### config.mk
export PLATFORM = sky130hd
export DESIGN_NAME = int_dist
export DESIGN_NICKNAME = d
export VERILOG_FILES = /design/src/rtl/int_dist.sv
export SDC_FILE = /design/constraint.sdc
export NUM_CORES = 1
export LEC_CHECK = 0
export BUFFER_PORTS_ARGS = -buffer_cell sky130_fd_sc_hd__buf_2
export CORE_MARGIN = 1.5
export CORE_UTILIZATION = 45
export DETAILED_ROUTE_END_ITERATION = 6
export GPL_ROUTABILITY_DRIVEN = 0
export PLACE_DENSITY = 0.68
export SLEW_MARGIN = 30
export SYNTH_ARGS = -nofsm -noshare
export SYNTH_HDL_FRONTEND = slang
export SYNTH_SLANG_ARGS = --single-unit
export TNS_END_PERCENT = 100
### constraint.sdc
create_clock -name clocks -period 1.4 [get_ports clocks]
set_input_delay 0.07 -clock clocks [delete_from_list [all_inputs] [get_ports clocks]]
set_output_delay 0.07 -clock clocks [all_outputs]
set_load 0.02 [all_outputs]
### src/rtl/int_dist.sv
// int_dist: broadcasts one word from the clocks[0] control domain to every
// per-channel clock domain using an independent 4-phase req/ack handshake
// per channel. Completion is reported only after every channel has captured
// the word and released its acknowledge.
module int_dist #(
  parameter int CTR_NUMBER  = 16,
  parameter int DATA_W      = 10,
  parameter int SYNC_STAGES = 2   // legal range 2..4
) (
  input  logic [CTR_NUMBER-1:0]             clocks,
  input  logic                              rst,
  input  logic [DATA_W-1:0]                 in_data,
  input  logic                              in_wr,
  output logic                              ready,
  output logic                              done,
  output logic                              overrun,
  output logic [CTR_NUMBER-1:0][DATA_W-1:0] out_data,
  output logic [CTR_NUMBER-1:0]             out_wr
);

  typedef enum logic [1:0] {
    ST_IDLE = 2'd0,
    ST_REQ  = 2'd1,
    ST_REL  = 2'd2,
    ST_DONE = 2'd3
  } state_t;

  logic                                  clk0;
  state_t                                state;
  state_t                                state_nxt;
  logic                                  req;
  logic [DATA_W-1:0]                     hold;
  logic [CTR_NUMBER-1:0]                 ack;
  logic [CTR_NUMBER-1:0][SYNC_STAGES-1:0] ack_sync;
  logic [CTR_NUMBER-1:0]                 ack_s;
  logic                                  all_ack;
  logic                                  none_ack;

  assign clk0 = clocks[0];

  // ---------------------------------------------------------------------
  // Control side (clocks[0])
  // ---------------------------------------------------------------------

  // State register.
  // NOTE: every clocked block assigns with <= so that all flops sample the
  // pre-edge values; blocking = here would create order-dependent races.
  always_ff @(posedge clk0 or negedge rst) begin
    if (!rst) state <= ST_IDLE;
    else      state <= state_nxt;
  end

  // Next-state decode and Moore outputs.
  // NOTE: every output of this block is given a default before the case so
  // no path leaves a variable unassigned, which would infer a latch.
  always_comb begin
    state_nxt = state;
    ready     = 1'b0;
    done      = 1'b0;
    case (state)
      ST_IDLE: begin
        ready = 1'b1;
        if (in_wr) state_nxt = ST_REQ;
      end
      ST_REQ:  if (all_ack)  state_nxt = ST_REL;
      ST_REL:  if (none_ack) state_nxt = ST_DONE;
      ST_DONE: begin
        done      = 1'b1;
        state_nxt = ST_IDLE;
      end
      default: state_nxt = ST_IDLE;
    endcase
  end

  // req is a dedicated flop so the signal crossing domains is glitch-free;
  // it is high exactly while the FSM sits in ST_REQ.
  always_ff @(posedge clk0 or negedge rst) begin
    if (!rst) req <= 1'b0;
    else      req <= (state_nxt == ST_REQ);
  end

  // Capture the broadcast word on acceptance; it then stays frozen until the
  // FSM is back in ST_IDLE, so channels may sample it freely while req_s=1.
  always_ff @(posedge clk0 or negedge rst) begin
    if (!rst)                       hold <= '0;
    else if (state == ST_IDLE && in_wr) hold <= in_data;
  end

  // Flag a write that arrives while a transfer is still in flight.
  always_ff @(posedge clk0 or negedge rst) begin
    if (!rst) overrun <= 1'b0;
    else      overrun <= in_wr && !ready;
  end

  // Bring every channel acknowledge back into clocks[0].
  always_ff @(posedge clk0 or negedge rst) begin
    if (!rst) begin
      ack_sync <= '0;
    end else begin
      for (int i = 0; i < CTR_NUMBER; i++)
        ack_sync[i] <= {ack_sync[i][SYNC_STAGES-2:0], ack[i]};
    end
  end

  always_comb begin
    for (int i = 0; i < CTR_NUMBER; i++)
      ack_s[i] = ack_sync[i][SYNC_STAGES-1];
  end

  assign all_ack  = &ack_s;
  assign none_ack = ~|ack_s;

  // ---------------------------------------------------------------------
  // Channel side, one identical slice per clocks[i] (channel 0 included)
  // ---------------------------------------------------------------------
  for (genvar i = 0; i < CTR_NUMBER; i++) begin : g_ch
    logic [SYNC_STAGES-1:0] req_sync;
    logic                   req_s;
    logic                   req_d;
    logic                   ack_q;
    logic                   wr_q;
    logic [DATA_W-1:0]      data_q;

    assign req_s = req_sync[SYNC_STAGES-1];

    // Synchronise req and keep a delayed copy for rising-edge detection.
    always_ff @(posedge clocks[i] or negedge rst) begin
      if (!rst) begin
        req_sync <= '0;
        req_d    <= 1'b0;
      end else begin
        req_sync <= {req_sync[SYNC_STAGES-2:0], req};
        req_d    <= req_s;
      end
    end

    // Capture hold once per request and echo the request as acknowledge.
    always_ff @(posedge clocks[i] or negedge rst) begin
      if (!rst) begin
        data_q <= '0;
        wr_q   <= 1'b0;
        ack_q  <= 1'b0;
      end else begin
        wr_q  <= req_s && !req_d;
        ack_q <= req_s;
        if (req_s && !req_d) data_q <= hold;
      end
    end

    assign ack[i]      = ack_q;
    assign out_wr[i]   = wr_q;
    assign out_data[i] = data_q;
  end

endmodule

; ---- Word level (Yosys, flattened, before mapping)
; Index checks and enable logic that the tools add are counted.
[totals]
register_bits = 270
input_bits = 28
output_inout_bits = 179
wordCells = 132
[classes]
eq_ne = 4
muxes = 6
reduce_logical = 38
[op_table]
columns = cell, count
row1 = $logic_and A1 B1 Y1, 18
row2 = $logic_not A1 Y1, 17
row3 = $reduce_and A16 Y1, 1
row4 = $reduce_or A16 Y1, 1
row5 = $pmux W2 S4, 1
row6 = $mux W2, 3
row7 = $eq A2 B1 Y1 const B, 2
row8 = $eq A2 B2 Y1 const B, 2
row9 = $logic_not A2 Y1, 1
row10 = $mux W1, 2

; ---- Longest topological paths before layout
; Gate-level depths: netlist of the first run.
[depth]
depth_word = 4
depth_mapped = 4
depth_no_buf = 3

==> results.md, run 1 <==
Final layout:
- After the flow finishes, the layout carries non-filler instances totaling 1069.
- The repair_antennas step left the layout with diodes totalling 0.
- Compared with the post-synthesis result, the final layout area differs by 33.3%.
- The number of nets in the layout is 812.
- The library cells used most frequently in the layout, excluding fill and tap cells, are dfrtp_1, buf_2, mux2_2.
- The most common cell after layout, fill and taps aside is dfrtp_1.
- After routing the design area is 12400 µm².
- The proportion of layout cells with a drive suffix above 1 is 59.2%.

Worst setup path:
- The critical path's largest stage delay is 0.44 ns.
- The largest driver fanout on the critical path is 11.
- The critical path crosses 2 cells after its start point.
- The critical path contains buffers and inverters numbering 0 combined.
- The type of destination of the critical path is a register.
- The slowest cell on the critical path is nand2b_1.
- The category of the critical setup timing path is reg -> reg.
- The startpoint identified for the worst register-to-register timing path is g_ch[6].ack_q.
- The endpoint of the lowest-slack register-to-register path is g_ch[6].data_q[0].
- The critical path ends at g_ch[6].data_q[0].
- The data required time at the worst endpoint is 1.52 ns.
- The critical path launch point is g_ch[6].ack_q.
- In this design, the largest share of critical-path delay is due to simple AND/OR/NAND/NOR gates.
- The worst setup slack for register-to-register paths is 0.08 ns.
- At the worst endpoint, the arrival time is 1.44 ns.
- The length in cells of the worst reg-to-reg path is 2.
- Walking the worst path, the cells encountered are nand2b_1 -> mux2_2.
- The type of element launching the critical path is a register.

Timing:
- The total count of hold-check failures in the final report was 0.
- The worst path uses 94.0% of the clock period.
- The number of slew-limit violations in the final report is 0.
- The worst clock skew on the final layout is 0.0857 ns.
- For the final routed database, the setup TNS stands at 0 ns.
- Setup violations remaining at the end of the flow were counted as 0.
- Derived from the worst setup path, the maximum achievable clock frequency is 760 MHz.
- Once routing completed, OpenROAD measured the worst setup slack at 0.0839 ns.
- The pin slew with the least headroom to its limit is 0.782 ns.
- The tightest slew margin relative to the limit is 47.9%.
- Setup repair after global routing left no endpoint under its margin.
- After layout, the minimum clock period comes to 1.32 ns.

Drt:
- The first TritonRoute pass finished after 4 iterations.
- The total wirelength of the detailed-routed design is 21700 µm.
- For this block, the initial DRC count from the detailed router was 186.
- The remaining routing DRC violations is 0.
- The count of nets left with antenna violations once routing finished came out at 0.
- The average via count per standard cell is 5.02.
- The total number of vias is 5366.
- After detailed routing, the average wire length per cell comes to 20.3 µm.

Run status:
- The flow ran to the end, and the final reports show no timing, DRC or antenna violations.

Global route:
- The via count of the first global-routing pass is 5925.
- Global routing finished with a remaining overflow of 0.
- The initial antenna violation count was 0.
- The first global-routing pass estimated 34400 µm of wire.
- Across every metal layer, demand over resource in global routing totals 22.9%.
- The largest net degree at the start of global routing is 55.

Floorplan:
- Once the floorplan was initialized, standard cells occupied 45.8% of the core.
- The area of the die is 21500 µm².
- The floorplan step set the die height to 147 µm.
- In this run the core area contains 52 standard-cell rows.
- The number of I/O pins is 207.
- The region available for standard cell placement spans 20200 µm².
- The chip width is 147 µm.

Placed design:
- The total instance count after detailed placement is 989.
- The HPWL after detailed placement is 14500 µm.
- After detailed placement, the total cell area comes to 10700 µm².
- The quantity of I/O buffers inserted on ports is 191.
- The worst slack at placement is 0.113 ns.

Worst hold path:
- The path class of the lowest-slack min-delay path is in -> reg.

Logic synthesis:
- In the synthesized netlist, the number of instances is 536.
- The sequential fraction of the synthesis area is 72.8%.
- During synthesis, Yosys emitted a total of 0 warnings.
- The post-synthesis cell type count is 21.
- Counting every net in the synthesized netlist gives 564.
- After synthesis the cells add up to 9280 µm².
- The average cell area after synthesis is 17.3 µm².
- The count of state elements after synthesis is 270.

Clocking:
- The number of cells upsized or downsized after cts is 0.
- For the worst-skew pair, the clock arrives at the later sink with an insertion delay of 0.32 ns.
- The number of buffers inserted by post-CTS setup repair is 0.
- TritonCTS built the clock tree.
- Clock-pin slew was measured on the worst setup and hold paths at 0.05 ns.
- Clock tree synthesis found a total of 270 sinks.

Job:
- The number of maximum-capacitance constraint violations is 0.

Power and ir drop:
- The power after layout is 38.0 mW.
- IR analysis of the VDD net gives a maximum drop of 1700 µV.
- In this run the power density over the cells is 3070 nW/µm².
- The reported leakage power is 5.90 nW.
layer usage:
metal | vias up | global-route usage [%] | part of all wire (%)
li1 | 2300 | - | -
met5 | - | 0 | 0
met2 | 187 | 34.6 | 49
met3 | 46 | 10.3 | 6.4
met4 | 0 | 14.2 | 2.2
met1 | 2833 | 26.8 | 42
report_power, final:
group / internal [mW] / switching (mW)
combinational: 5.78 / 7.61
clock: 7.65 / 3.12
sequential: 11.7 / 2.17
logic make-up (layout without fill, tap and decap cells):
group	count (synthesis)	after routing	share of synthesized area [%]
flip-flops	270	270	72.8
buffers and inverters	58	321	3.39
AO/OA/AOI/OAI	3	3	0.337
multiplexers	170	170	21.0
AND/OR/NAND/NOR	35	35	2.39
worst register-to-register path, cell delays in order, from the launching register on:
cell	delay [ns]
dfrtp_1	0.34
nand2b_1	0.44
mux2_2	0.41
through the flow:
stage	utilization, %	hold WS (ns)
after CTS	61.1	0.00254
after detailed placement	52.9	0.0430
final	61.1	0.0199
after global routing	61.1	0.00716
after global placement	52.9	0.0356
after floorplan	-	-0.226
cell usage after synthesis (all sizes together):
cell	n	area share, %
nand4	4	0.27
o211ai	1	0.081
nor2	1	0.067
buf	33	2.4
a21o	1	0.081
dfrtp	270	73
and2	2	0.18
mux2	170	21
nor4	5	0.34
nand3	1	0.054
o41ai	1	0.18
nor2b	1	0.067
nand2b	15	1.0
nand2	3	0.12
and2b	3	0.28
clkbuf	10	0.40
inv	15	0.61
repair_timing:
action / CTS / global route
hold endpoints to repair: 52 / 0
endpoints found under the setup margin: 0 / 0
hold buffers: 9 / 0
how the worst min path moves through the flow:
| stage | endpoint | start | slack (ns) | depth (start not counted) |
|---|---|---|---|---|
| 6_report | hold[8] | in_data[8] | 0.02 | 2 |
| 3_3_place_gp | g_ch[10].data_q[6] | rst | 0.04 | 1 |
| 4_1_cts | hold[8] | in_data[8] | 0.003 | 2 |
| 2_1_floorplan | ack_s[0] | rst | -0.23 | 0 |
| 5_1_grt | hold[8] | in_data[8] | 0.007 | 2 |
| 3_5_place_dp | g_ch[10].data_q[6] | rst | 0.04 | 1 |
final cells by class:
type	count	area, µm²
Inverter	15	56.3
Clock inverter	4	47.5
Tap cell	270	338
Fill cell	1483	7880
Multi-Input combinational cell	208	2210
Sequential cell	270	6760
Timing Repair Buffer	235	1430
Clock buffer	67	1520
registers in the layout, summed over array words and instances, names as in the netlist:
register       cells
ack_s             16
ack_sync          16
g_ch.ack_q        14
g_ch.data_q      160
g_ch.req_d         2
g_ch.req_sync     32
g_ch.wr_q         16
hold              10
overrun            1
req                1
state              2
Note: power is estimated with default switching activity, not from simulation.
==> inputs of run 2 (changes only) <==
--- a/config.mk
+++ b/config.mk
@@ -5,11 +5,11 @@
 export SDC_FILE = /design/constraint.sdc
 export NUM_CORES = 1
 export LEC_CHECK = 0
+export ABC_AREA = 1
 export BUFFER_PORTS_ARGS = -buffer_cell sky130_fd_sc_hd__buf_2
 export CORE_MARGIN = 1.5
 export CORE_UTILIZATION = 45
 export DETAILED_ROUTE_END_ITERATION = 6
-export GPL_ROUTABILITY_DRIVEN = 0
 export PLACE_DENSITY = 0.68
 export SLEW_MARGIN = 30
 export SYNTH_ARGS = -nofsm -noshare
==> constraint.sdc (replaced) <==
create_clock -name clocks -period 1.3 [get_ports clocks]
set_input_delay 0.065 -clock clocks [delete_from_list [all_inputs] [get_ports clocks]]
set_output_delay 0.065 -clock clocks [all_outputs]
set_load 0.02 [all_outputs]
==> results.md, run 2 <==
Run status:
- The run finished with clean final reports.

Timing:
- Setup repair after global routing could not meet its margin everywhere.
- The final-layout setup total negative slack is 0 ns (unchanged).
- The total count of hold-check failures in the final report was 0 (unchanged).
- The tightest slew margin relative to the limit is 49.1% (+1.2 points).
- The worst clock skew on the final layout came to 0.0973 ns (+0.0116 ns).
- The maximum clock frequency is 838 MHz (+10%).
- The setup slack of the critical path after layout was 0.106 ns (+0.0223 ns).
- The number of slew-limit violations in the final report is 0 (unchanged).
- The pin slew with the least headroom to its limit came to 0.764 ns (-0.0180 ns).
- The post-layout minimum cycle time was 1.19 ns (-0.122 ns).
- The final cycle utilization of the critical path is 91.8% (-2.2 points).
- The number of setup violations in the final report is 0 (unchanged).
- The tightest hold margin came to 0.0321 ns (+0.0122 ns).

Job:
- The number of maximum-capacitance constraint violations is 0 (unchanged).

Logic synthesis:
- The synthesized cell area is 9060 µm² (-2.4%).
- The dominant synthesized flop cell is dfrtp_1.
- The number of flops mapped to enable cells by yosys is 0 (unchanged).
- The gate count of the mapped netlist is 772 (+44%).
- The cell taking the most area after synthesis is dfrtp_1.
- After synthesis, the most frequently instantiated cells are dfrtp_1, nand2_1, o21ai_0, inv_1, nor2_1.
- In the post-synthesis netlist, the biggest area contributors are dfrtp_1, o21ai_0, nand2_1.
- The sequential fraction of the synthesis area is 74.6% (+1.8 points).
- The share of flip-flops with an asynchronous set or reset is 100% (unchanged).
- The number of nets in the synthesized netlist is 800 (+42%).
- The post-synthesis cell type count came to 16 (-24%).
- The average cell area after synthesis was 11.7 µm² (-32%).
- The portion of synthesized cell area occupied by the leading cell type came to 74.6% (+1.8 points).
- The most common cell in the netlist is dfrtp_1.
- The Yosys warning count is 0 (unchanged).
- The count of state elements after synthesis is 270 (unchanged).

Worst setup path:
- The length in cells of the worst reg-to-reg path came to 5 (+3).
- The worst setup path is of the reg -> reg kind.
- The data required time at the worst endpoint is 1.45 ns (-0.07 ns).
- The worst setup path is launched from a register.
- The endpoint of the lowest-slack register-to-register path is g_ch[2].data_q[1].
- The type of destination of the critical path is a register.
- The worst setup slack for register-to-register paths is 0.11 ns (+0.02 ns).
- The launch instance of the worst register-to-register path is g_ch[2].req_sync[1].
- The largest driver fanout on the critical path is 20 (+9).
- The worst endpoint data arrival time is 1.34 ns (-0.10 ns).

Global route:
- The total routing usage reported by global routing was 24.8% (+1.9 points).
- The global-route layer with the greatest usage is met2.
- The first-pass GRT wire length is 35600 µm (+3.7%).
- The met1 global-route usage is 30.1% (+3.3 points).
- The global routing usage on met2 came to 36.2% (+1.6 points).
- The initial antenna violation count was 0 (unchanged).
- The residual overflow from global routing was 0 (unchanged).
- The routing usage on met3 is 10.2% (-0.11 points).
- The via count of the first global-routing pass came to 6309 (+6.5%).
- The largest net degree at the start of global routing came to 51 (-7.3%).

Final layout:
- The number of flip-flops under the largest register name was 160 (unchanged).
- The number of nets in the layout is 1035 (+27%).
- The register with the most flip-flops in the final layout is g_ch.data_q.
- The proportion of layout cells with a drive suffix above 1 came to 31.9% (-27 points).
- The number of fill cells is 1569 (+5.8%).
- The final cell area excluding filler cells is 12100 µm² (-1.9%).
- In the final layout, the registers with the most flip-flops are g_ch.data_q x160, g_ch.req_sync x32.
- The most common cell after layout, fill and taps aside is dfrtp_1.
- Leaving out fill and tap cells, the most frequent cells in the layout are dfrtp_1, buf_2, nand2_1.
- The post-synthesis to final-layout area growth is 33.9%.

Placed design:
- The estimated wirelength of the detail-placed design is 14500 µm (-0.30%).
- The worst slack at placement is 0.173 ns (+0.0604 ns).
- The global placement routability congestion is 0.762.
- The placed cell area came to 10400 µm² (-2.7%).
- The quantity of I/O buffers inserted on ports came to 191 (unchanged).

Power and ir drop:
- The reported leakage power was 6.08 nW (+3.0%).
- The maximum vdd ir drop was 2270 µV (+34%).
- The power after layout is 40.1 mW (+5.7%).
- The areal power density over the cells is 3310 nW/µm² (+7.7%).

Worst hold path:
- The worst hold path belongs to the class in -> reg.
- The worst hold path begins at in_data[0].
- The endpoint of the worst hold path is hold[0].
- The cell count of the worst hold path is 3 (+1).

Clocking:
- The clock latency on the worst-skew pair is 0.33 ns (about the same).
- The TritonCTS clock tree is built.
- The number of sinks handled by clock tree synthesis is 270 (unchanged).
- The clock slew at the register clock pins of the worst setup and hold paths is 0.05 ns (about the same).

Floorplan:
- The die outline height is 145 µm (-1.2%).
- The area of the die is 21000 µm² (-2.3%).
- The number of rows created at floorplan came to 51 (-1.9%).
- The initial core utilization is 46.2% (+0.39 points).
- The number of I/O pins came to 207 (unchanged).
- The core area is 19600 µm² (-3.2%).
- The chip width came to 145 µm (-1.2%).

Drt:
- The total number of vias was 6222 (+16%).
- The final antenna-violating net count is 0 (unchanged).
- The total wirelength of the detailed-routed design is 22900 µm (+5.7%).
- The remaining routing DRC violations is 0 (unchanged).
- The detailed-route wire length per cell is 17.8 µm (-12%).
- The total iterations of the first detailed-routing run is 5 (+1).
- The initial detailed-routing violation count is 354 (+90%).
- The average via count per standard cell is 4.83 (-3.8%).
## run 2: changes by cell type after synthesis, moves of 10 or more
| cell | previous run | this run |
|---|---|---|
| nand2_1 | 3 | 178 |
| o21ai_0 | 0 | 161 |
| mux2_2 | 160 | 0 |
| inv_1 | 15 | 45 |
| nor2_1 | 0 | 26 |
| nor2_2 | 1 | 17 |
| nand2b_1 | 15 | 0 |
| clkbuf_1 | 10 | 21 |
| a21oi_2 | 0 | 10 |
| mux2_4 | 10 | 0 |
## run 2: critical path, stage by stage (launching register included)
cell and delay (ns):
dfrtp_1 0.38, inv_1 0.07, nor2_2 0.04, inv_1 0.36
nand2_1 0.13, o21ai_0 0.12
## run 2: per-layer routing
metal | up-vias | part of all wire, % | wire length (µm)
li1 | 2901 | - | -
met1 | 3052 | 43 | 9850
met2 | 215 | 48 | 11000
met3 | 54 | 6.9 | 1570
met4 | 0 | 2.3 | 528
met5 | - | 0 | 0
## run 2: cells by family (layout without fill, tap and decap cells)
group | Yosys count | after routing | synth area share, %
AOI/OAI and AO/OA | 171 | 171 | 9.86
buffers and inverters | 105 | 355 | 5.47
DFF | 270 | 270 | 74.6
other | 0 | 1 | 0
and+or+nand+nor | 226 | 226 | 10.1
## run 2: repair_timing
| item | 4_1_cts | 5_1_grt |
|---|---|---|
| buffers inserted | 0 | 0 |
| endpoints found under the setup margin | 0 | 3 |
| resized for setup | 0 | 1 |
| hold buffers | 11 | 0 |
| hold endpoints to repair | 50 | 0 |
## run 2: area by class of cell
class	instances	area, µm²	share of cell area [%]
sequential	270	6760	55.7
multi-input combinational	397	1800	14.9
clock buffer	66	1500	12.3
timing repair buffer	239	1470	12.1
tap	265	332	2.73
inverter	45	169	1.39
clock inverter	5	100	0.825
antenna	1	2.50	0.0206
## run 2: where the power goes
| part | switching, mW | internal [mW] |
|---|---|---|
| combinational | 9.27 | 4.27 |
| clock | 3.42 | 8.53 |
| sequential | 2.11 | 12.5 |
## run 2: metrics by stage
step / cells / utilization, %
after floorplan: 772 / -
after global placement: 1205 / 53.2
after detailed placement: 1205 / 53.2
after CTS: 1287 / 61.9
after global routing: 1287 / 61.9
final: 1288 / 61.9
## run 2: worst max-delay path by stage
| stage | slack, ns | cells past startpoint | to | from |
|---|---|---|---|---|
| 6_report | 0.11 | 5 | g_ch[2].data_q[1] | g_ch[2].req_sync[1] |
| 5_1_grt | -0.01 | 5 | g_ch[7].data_q[9] | g_ch[7].req_sync[1] |
| 4_1_cts | 0.10 | 2 | ready | state[1] |
| 3_5_place_dp | 0.17 | 4 | g_ch[2].data_q[9] | g_ch[2].req_sync[1] |
| 3_3_place_gp | 0.21 | 4 | hold[5] | state[1] |
| 2_1_floorplan | 0.18 | 5 | hold[2] | state[1] |
==> inputs of run 3 (changes only) <==
==> constraint.sdc (replaced) <==
create_clock -name clocks -period 1.3 [get_ports clocks]
set_input_delay 0.26 -clock clocks [delete_from_list [all_inputs] [get_ports clocks]]
set_output_delay 0.26 -clock clocks [all_outputs]
set_load 0.02 [all_outputs]
==> results.md, run 3 (synthesis results as in run 2) <==
Run status:
- The run finished with clean final reports.

Power and ir drop:
- The areal power density over the cells was 3320 nW/µm² (+0.43%).
- The power after layout is 40.1 mW (about the same).
- The reported leakage power was 6.06 nW (-0.36%).
- The maximum vdd ir drop is 1590 µV (-30%).

Final layout:
- In the final layout, the registers with the most flip-flops are g_ch.data_q x160, g_ch.req_sync x32.
- The filler-free cell count of the finished design is 1282 (-0.47%).
- The number of flip-flops under the largest register name is 160 (unchanged).
- The post-synthesis to final-layout area growth is 33.4%.
- Ranked by flip-flop count, first place goes to g_ch.data_q.
- Leaving out fill and tap cells, the most frequent cell in the layout is dfrtp_1.
- The number of nets in the layout was 1027 (-0.77%).
- The proportion of layout cells with a drive suffix above 1 came to 33.0% (+1.1 points).
- In the layout the commonest cells are dfrtp_1, buf_2, nand2_1.

Worst hold path:
- The cell count of the worst hold path is 3 (unchanged).
- In this run the most critical hold path is launched from in_data[5].
- In this run the worst hold path is classified as in -> reg.
- The endpoint of the worst hold path is hold[5].

Placed design:
- The total instance count after detailed placement is 1204 (-0.083%).
- The estimated wirelength of the detail-placed design is 14400 µm (-0.37%).
- The quantity of I/O buffers inserted on ports is 191 (unchanged).
- The global placement routability congestion is 0.766 (+0.50%).
- The worst slack at placement is 0.136 ns (-0.0370 ns).

Global route:
- The total routing usage reported by global routing is 24.1% (-0.67 points).
- The residual overflow from global routing is 0 (unchanged).
- The largest net degree at the start of global routing is 55 (+7.8%).
- The via count of the first global-routing pass is 6113 (-3.1%).
- The first-pass GRT wire length is 34600 µm (-2.9%).
- The initial antenna violation count is 3 (+3).

Timing:
- The tightest slew margin relative to the limit is 51.1% (+2.1 points).
- The pin slew with the least headroom to its limit was 0.733 ns (-0.0311 ns).
- Setup repair after global routing could not meet its margin everywhere.
- The maximum clock frequency came to 789 MHz (-5.8%).
- The final cycle utilization of the critical path came to 97.5% (+5.7 points).
- The post-layout minimum cycle time is 1.27 ns (+0.0740 ns).
- The total count of hold-check failures in the final report came to 0 (unchanged).
- The setup slack of the critical path after layout was 0.0322 ns (-0.0740 ns).
- The worst clock skew on the final layout is 0.0868 ns (-0.0105 ns).
- The number of slew-limit violations in the final report is 0 (unchanged).
- The number of setup violations in the final report is 0 (unchanged).
- The final-layout setup total negative slack was 0 ns (unchanged).

Worst setup path:
- The worst setup slack for register-to-register paths is 0.09 ns (-0.02 ns).
- The kind of cell with the highest combined delay along the critical path is flip-flops.
- The slowest cell on the critical path is dfrtp_2.
- The worst setup path is captured at an output pin.
- The largest driver fanout on the critical path is 3 (-85%).
- The critical path's largest stage delay is 0.43 ns (+0.05 ns).
- The launch instance of the worst register-to-register path is state[1].
- Walking the worst path, the cells encountered are nor2_4 -> buf_6.
- The data required time at the worst endpoint was 1.04 ns (-0.41 ns).
- The worst register-to-register path ends at hold[3].
- The worst setup path is launched from a register.
- By startpoint and endpoint, the worst setup path is classified as reg -> out.
- The worst endpoint data arrival time is 1.01 ns (-0.33 ns).
- The length in cells of the worst reg-to-reg path came to 5 (unchanged).
- The critical path buffer and inverter count was 1 (-1).

Floorplan:
- The number of I/O pins came to 207 (unchanged).
- The area of the die is 21000 µm² (unchanged).
- The initial core utilization is 46.2% (unchanged).
- The number of rows created at floorplan is 51 (unchanged).
- The die outline height was 145 µm (unchanged).
- The chip width came to 145 µm (unchanged).
- The core area is 19600 µm² (unchanged).

Job:
- The number of maximum-capacitance constraint violations is 0 (unchanged).

Drt:
- The final antenna-violating net count was 0 (unchanged).
- The detailed-route wire length per cell is 17.5 µm (-1.5%).
- The total wirelength of the detailed-routed design was 22500 µm (-2.0%).
- The average via count per standard cell is 4.85 (+0.37%).
- The total iterations of the first detailed-routing run came to 5 (unchanged).
- The total number of vias is 6216 (-0.096%).
- The remaining routing DRC violations is 0 (unchanged).
- The initial detailed-routing violation count is 322 (-9.0%).

Clocking:
- The clock latency on the worst-skew pair is 0.32 ns (about the same).
- The number of sinks handled by clock tree synthesis is 270 (unchanged).
- The TritonCTS clock tree is built.
- The clock slew at the register clock pins of the worst setup and hold paths is 0.05 ns (about the same).
run 3: per-stage QoR:
stage | hold WS, ns | instance area (µm²) | util [%]
after floorplan | -0.0356 | 9060 | -
after global placement | 0.156 | 10400 | 53.1
after detailed placement | 0.157 | 10400 | 53.1
after CTS | 0.164 | 12100 | 61.6
after global routing | 0.176 | 12100 | 61.7
final | 0.182 | 12100 | 61.7
run 3: worst max path at each step:
stage | to | startpoint | slack [ns] | cells after the start
finish | ready | state[1] | 0.03 | 2
detailed placement | g_ch[8].data_q[8] | g_ch[8].req_sync[1] | 0.14 | 5
CTS | done | state[1] | 0.006 | 3
global route | ready | state[1] | -0.03 | 2
global placement | hold[8] | state[1] | 0.20 | 4
floorplan | hold[2] | state[1] | 0.18 | 5
run 3: worst reg2reg max path: cells and delay by family, from the launching register on:
kind / cells / cell delay (ns)
simple gates: 3 / 0.49
compound gates: 1 / 0.04
flops: 1 / 0.43
buf+inv: 1 / 0.13
run 3: layer usage:
metal | global-route usage (%) | vias up | wire length, µm
li1 | - | 2892 | -
met1 | 29.1 | 3051 | 9490
met2 | 35.2 | 220 | 11000
met3 | 11.2 | 49 | 1590
met4 | 14.6 | 4 | 354
met5 | 0 | - | 27
run 3: area by class of cell:
class                      count  area (µm²)
fill                        1549        7510
sequential                   270        6760
multi-input combinational    397        1810
clock buffer                  69        1560
timing repair buffer         231        1380
tap                          265         332
inverter                      45         169
clock inverter                 4        72.6
antenna                        1        2.50
run 3: report_power, final:
part | switching, mW | internal [mW] | total [mW]
registers | 2.09 | 12.5 | 14.6
logic | 9.23 | 4.29 | 13.5
clock network | 3.38 | 8.62 | 12.0
total | 14.7 | 25.4 | 40.1
run 3: repair_timing:
item	in CTS	in global routing
endpoints found under the setup margin	2	4
resized for setup	3	5
pin swaps	2	2
endpoints found under the hold margin	26	0
buffers inserted	2	1
hold buffers	1	0
